<file path="src/rtl/alu_pkg.sv">
// Operand select encodings for the shared PID datapath ALU, plus saturation limits.
// The sequencer imports this same package so both sides agree on the codes.
package alu_pkg;

  localparam logic [2:0] A2D2Src0    = 3'b000;
  localparam logic [2:0] Intgrl2Src0 = 3'b001;
  localparam logic [2:0] Icomp2Src0  = 3'b010;
  localparam logic [2:0] Pcomp2Src0  = 3'b011;
  localparam logic [2:0] Pterm2Src0  = 3'b100;

  localparam logic [2:0] Accum2Src1   = 3'b000;
  localparam logic [2:0] Iterm2Src1   = 3'b001;
  localparam logic [2:0] Err2Src1     = 3'b010;
  localparam logic [2:0] ErrDiv22Src1 = 3'b011;
  localparam logic [2:0] Fwd2Src1     = 3'b100;

  // Add path clamps to the 12-bit signed range, multiply path to 15-bit signed.
  localparam logic [15:0] ADD_SAT_POS  = 16'h07FF;
  localparam logic [15:0] ADD_SAT_NEG  = 16'hF800;
  localparam logic [15:0] MULT_SAT_POS = 16'h3FFF;
  localparam logic [15:0] MULT_SAT_NEG = 16'hC000;

endpackage

</file>
<file path="src/rtl/alu_mult_sat.sv">
// Signed 15x15 fixed-point multiply; keeps product bits [27:12] and saturates
// to 0x3FFF / 0xC000 when the product does not fit that window.
module alu_mult_sat
  import alu_pkg::*;
(
  input  logic [14:0] i_a,
  input  logic [14:0] i_b,
  output logic [15:0] o_result
);

  logic signed [29:0] w_prod;

  assign w_prod = $signed(i_a) * $signed(i_b);

  always_comb begin
    o_result = w_prod[27:12];
    if (!w_prod[29] && (w_prod[28:26] != 3'b000)) begin
      o_result = MULT_SAT_POS;
    end else if (w_prod[29] && (w_prod[28:26] != 3'b111)) begin
      o_result = MULT_SAT_NEG;
    end
  end

endmodule

</file>
<file path="src/rtl/pid_alu.sv">
// Shared arithmetic unit of the PID/balance controller: operand muxes, scaled
// add/subtract with optional saturation, signed multiply, registered result.
module pid_alu
  import alu_pkg::*;
(
  input  logic        clk,
  input  logic        rst_n,
  input  logic [15:0] Accum,
  input  logic [15:0] Pcomp,
  input  logic [11:0] Icomp,
  input  logic [13:0] Pterm,
  input  logic [11:0] Iterm,
  input  logic [11:0] Fwd,
  input  logic [11:0] A2D_res,
  input  logic [11:0] Error,
  input  logic [11:0] Intgrl,
  input  logic [2:0]  src0sel,
  input  logic [2:0]  src1sel,
  input  logic        multiply,
  input  logic        sub,
  input  logic        mult2,
  input  logic        mult4,
  input  logic        saturate,
  output logic [15:0] dst
);

  logic [15:0] w_src0;
  logic [15:0] w_src1;
  logic [15:0] w_scaled;
  logic [15:0] w_sum;
  logic [15:0] w_add_result;
  logic [15:0] w_mult_result;
  logic [15:0] w_next_dst;
  logic [15:0] r_dst;

  always_comb begin
    w_src0 = 16'h0000;
    case (src0sel)
      A2D2Src0:    w_src0 = {4'b0000, A2D_res};
      Intgrl2Src0: w_src0 = {{4{Intgrl[11]}}, Intgrl};
      Icomp2Src0:  w_src0 = {{4{Icomp[11]}}, Icomp};
      Pcomp2Src0:  w_src0 = Pcomp;
      Pterm2Src0:  w_src0 = {2'b00, Pterm};
      default:     w_src0 = 16'h0000;
    endcase
  end

  always_comb begin
    w_src1 = 16'h0000;
    case (src1sel)
      Accum2Src1:   w_src1 = Accum;
      Iterm2Src1:   w_src1 = {4'b0000, Iterm};
      Err2Src1:     w_src1 = {{4{Error[11]}}, Error};
      ErrDiv22Src1: w_src1 = {{8{Error[11]}}, Error[11:4]};
      Fwd2Src1:     w_src1 = {4'b0000, Fwd};
      default:      w_src1 = 16'h0000;
    endcase
  end

  // mult4 takes priority when both scale flags are set.
  assign w_scaled = mult4 ? {w_src0[13:0], 2'b00} :
                    mult2 ? {w_src0[14:0], 1'b0}  : w_src0;

  // Subtract as src1 + ~src0 + 1; carry out is discarded.
  assign w_sum = w_src1 + (sub ? ~w_scaled : w_scaled) + {15'd0, sub};

  always_comb begin
    w_add_result = w_sum;
    if (saturate) begin
      if (!w_sum[15] && (w_sum[14:11] != 4'h0)) begin
        w_add_result = ADD_SAT_POS;
      end else if (w_sum[15] && (w_sum[14:11] != 4'hF)) begin
        w_add_result = ADD_SAT_NEG;
      end
    end
  end

  alu_mult_sat u_mult_sat (
    .i_a      (w_src0[14:0]),
    .i_b      (w_src1[14:0]),
    .o_result (w_mult_result)
  );

  assign w_next_dst = multiply ? w_mult_result : w_add_result;

  always_ff @(posedge clk) begin
    if (!rst_n) begin
      r_dst <= 16'h0000;
    end else begin
      r_dst <= w_next_dst;
    end
  end

  assign dst = r_dst;

endmodule

</file>
<file path="config.mk">
export PLATFORM = sky130hd
export DESIGN_NAME = pid_alu
export DESIGN_NICKNAME = d
export VERILOG_FILES = /design/src/rtl/alu_pkg.sv /design/src/rtl/alu_mult_sat.sv /design/src/rtl/pid_alu.sv
export SDC_FILE = /design/constraint.sdc
export NUM_CORES = 1
export LEC_CHECK = 0
export CAP_MARGIN = 0
export CORE_ASPECT_RATIO = 1.75
export CORE_UTILIZATION = 57
export CTS_CLUSTER_SIZE = 28
export DETAILED_ROUTE_END_ITERATION = 16
export PLACE_DENSITY = 0.82
export SYNTH_ARGS = -nofsm -noshare
export SYNTH_HDL_FRONTEND = slang
export SYNTH_SLANG_ARGS = --single-unit
</file>
<file path="constraint.sdc">
create_clock -name clk -period 28.8 [get_ports clk]
set_input_delay 5.76 -clock clk [delete_from_list [all_inputs] [get_ports clk]]
set_output_delay 5.76 -clock clk [all_outputs]
set_load 0.1 [all_outputs]
</file>
==> qor.csv <==
metric,value,unit
status,finished with violations,
violations,max-slew violations,
row_count,69,
cts_num_sinks,16,
htreeDepth,1,
required,28.94,ns
synthFlopType,dfxtp_1,
hold_viol,0,
synth_cell_type_count,81,
vias_per_cell,5.95,
avgSynthCellArea,8.23,sq um
routed_wl,35400,um
syn2layout_area_growth,14.5,%
final_cells,1775,
holdBufCountCts,0,
coreArea,20200,sq um
crit_type,in2reg,
path_clk_slew,0.05,ns
initial_utilization,58.0,%
cpMostUsedCell,inv_1,
synth_cells,1423,
die-area,21100,sq um
ant_nets,0,
synth_seq_cells,16,
async_reset_ff_share,0,%
dp.cells,1771,
gp_congestion,0.950,
min_path_cells,2,
maxCapViolCount,0,
power_density,62.9,nW/um^2
final_nets,1973,
grt_overflow,0,
fmax,0.0674,GHz
grtUsageTotal,35.9,%
syn_nets,1868,
dp.final_hpwl,28900,um
worstHoldStart,rst_n,
critPathMaxStageDelay,0.89,ns
drtPass1Iterations,6,
ys_seq_area_share,2.73,%
finalPower,0.844,mW
setup_violations,0,
die_w,110,um
worst_ep_arrival_time,14.97,ns
antenna_cells,0,
min_to,dst[13],
worst_pin_slew,1.53,ns
yosysWarningCount,0,
worstSetupStartpointType,input pin,
remaining_drc_errors,0,
vias,10554,
rsz0062_at_grt,false,
grt_max_degree,35,
avgRoutedWirePerCell,20.0,um
cts-resized-gates,0,
die_h,192,um
cts_setup_buffers,0,
cp_max_fo,22,
port_buffers,146,
numCtsBuffers,3,
final_layout_size_suffix_gt1_share,4.06,%
io_pins,147,
synth_edf_count,0,
worstSetupEndpointType,flop,
synthTopCellsByArea,"fa_1 (38%), ha_1 (9.8%), inv_1 (9.5%)",
cts_buffer_depth,2,
slew_viol_final,6,
synth_top_area_cell,fa_1,
cts_tree,built,
vdd_drop_max,0.0649,mV
drt_iter0_markers,869,
p_leak,6.70,nW
grt_pass1_vias,11634,
grt_pass1_wl,56900,um
min_path_type,in2reg,
antenna_found_initial,0,
synth_top_area_share,37.9,%
fin_crit,14.83,ns
fin_tns_setup,0,ns
cts_root_buf,clkbuf_16,
finalCritPeriodShare,51.5,%
slew-limit-headroom,-1.75,%
largest_register_ff_count,16,
crit_slowest_cell,clkdlybuf4s50_1,
synth_area,11700,sq um
-- layout make-up --
type,count,area [sq um]
Sequential cell,16,320
Clock buffer,4,88.8
Timing Repair Buffer,156,1530
Multi-Input combinational cell,1052,10000
Tap cell,248,310
Fill cell,1721,6790
Inverter,299,1120
-- Yosys cell counts, drive strengths merged (3+ instances only) --
cell type and count:
o22ai 13, o21ai 32, nand3 16, a211o 4
nand4 5, a211oi 15, nand2 187, a22oi 10
clkbuf 39, xnor2 34, nor3 13, a21oi 66
buf 17, nand2b 7, mux2i 33, clkinv 3
o21a 8, o22a 9, or3 3, a21o 18
nor2 122, mux2 5, and2 24, a21boi 3
xor2 16, o211ai 4, a31oi 4, o21bai 3
nand3b 7, dfxtp 16, ha 92, a221oi 12
or2 3, fa 222, nor2b 27, nor3b 3
inv 296
-- report_power, final --
group	total, mW	switching [mW]	leakage, nW	internal, mW
clock	0.0301	0.00898	0.0442	0.0211
sequential	0.0359	0.00288	0.134	0.0330
combinational	0.778	0.488	6.52	0.290
-- metal layers --
layer	track usage (%)	part of all wire (%)	wire length (um)	vias up
li1	-	-	-	4681
met1	37.0	32	11300	5120
met2	62.6	51	18000	518
met3	4.48	6.4	2250	235
met4	31.0	11	3860	0
met5	0	0	0	-
-- cell usage in the layout (no fill, tap or decap), drive strengths merged, types with 15 or more instances in the layout --
cell,count
inv,296
fa,222
nand2,187
clkdlybuf4s50,145
nor2,122
ha,92
a21oi,66
xnor2,34
mux2i,33
o21ai,32
nor2b,27
and2,24
a21o,18
nand3,16
xor2,16
dfxtp,16
a211oi,15
-- worst max path at each step --
stage,start,end,slack [ns],depth (start not counted)
after CTS,src1sel[0],dst[11],14.05,30
after global placement,src1sel[0],dst[11],14.04,30
after floorplan,src0sel[1],dst[10],15.78,29
final,src1sel[0],dst[11],13.97,30
after detailed placement,src1sel[0],dst[11],13.83,30
after global routing,src1sel[0],dst[11],13.40,30
-- kinds of logic (layout without fill, tap and decap cells) --
kind of cell             after synthesis  after routing  synth area share, %
AND/OR/NAND/NOR                      429            429                 16.5
buffers and inverters                355            459                 11.9
adder cells (fa/ha/maj)              314            314                 47.8
AO/OA/AOI/OAI                        221            221                 14.0
XOR/XNOR                              50             50                 3.74
multiplexers                          38             38                 3.37
flip-flops                            16             16                 2.73
-- worst max-delay path, delay by kind of cell --
| kind | cells | cell delay, ns |
|---|---|---|
| adder cells (fa/ha/maj) | 7 | 3.76 |
| AND/OR/NAND/NOR | 8 | 2.27 |
| buffers and inverters | 8 | 1.70 |
| AO/OA/AOI/OAI | 7 | 1.50 |
-- per-stage QoR --
step / instance area (sq um) / setup WS, ns / hold slack [ns] / util [%]
floorplan: 11700 / 15.78 / 5.88 / -
global placement: 13300 / 14.04 / 6.41 / 65.9
detailed placement: 13300 / 13.83 / 6.41 / 65.9
CTS: 13400 / 14.05 / 6.16 / 66.4
global route: 13400 / 13.40 / 6.19 / 66.4
finish: 13400 / 13.97 / 6.16 / 66.4
Note: power is estimated with default switching activity, not from simulation.
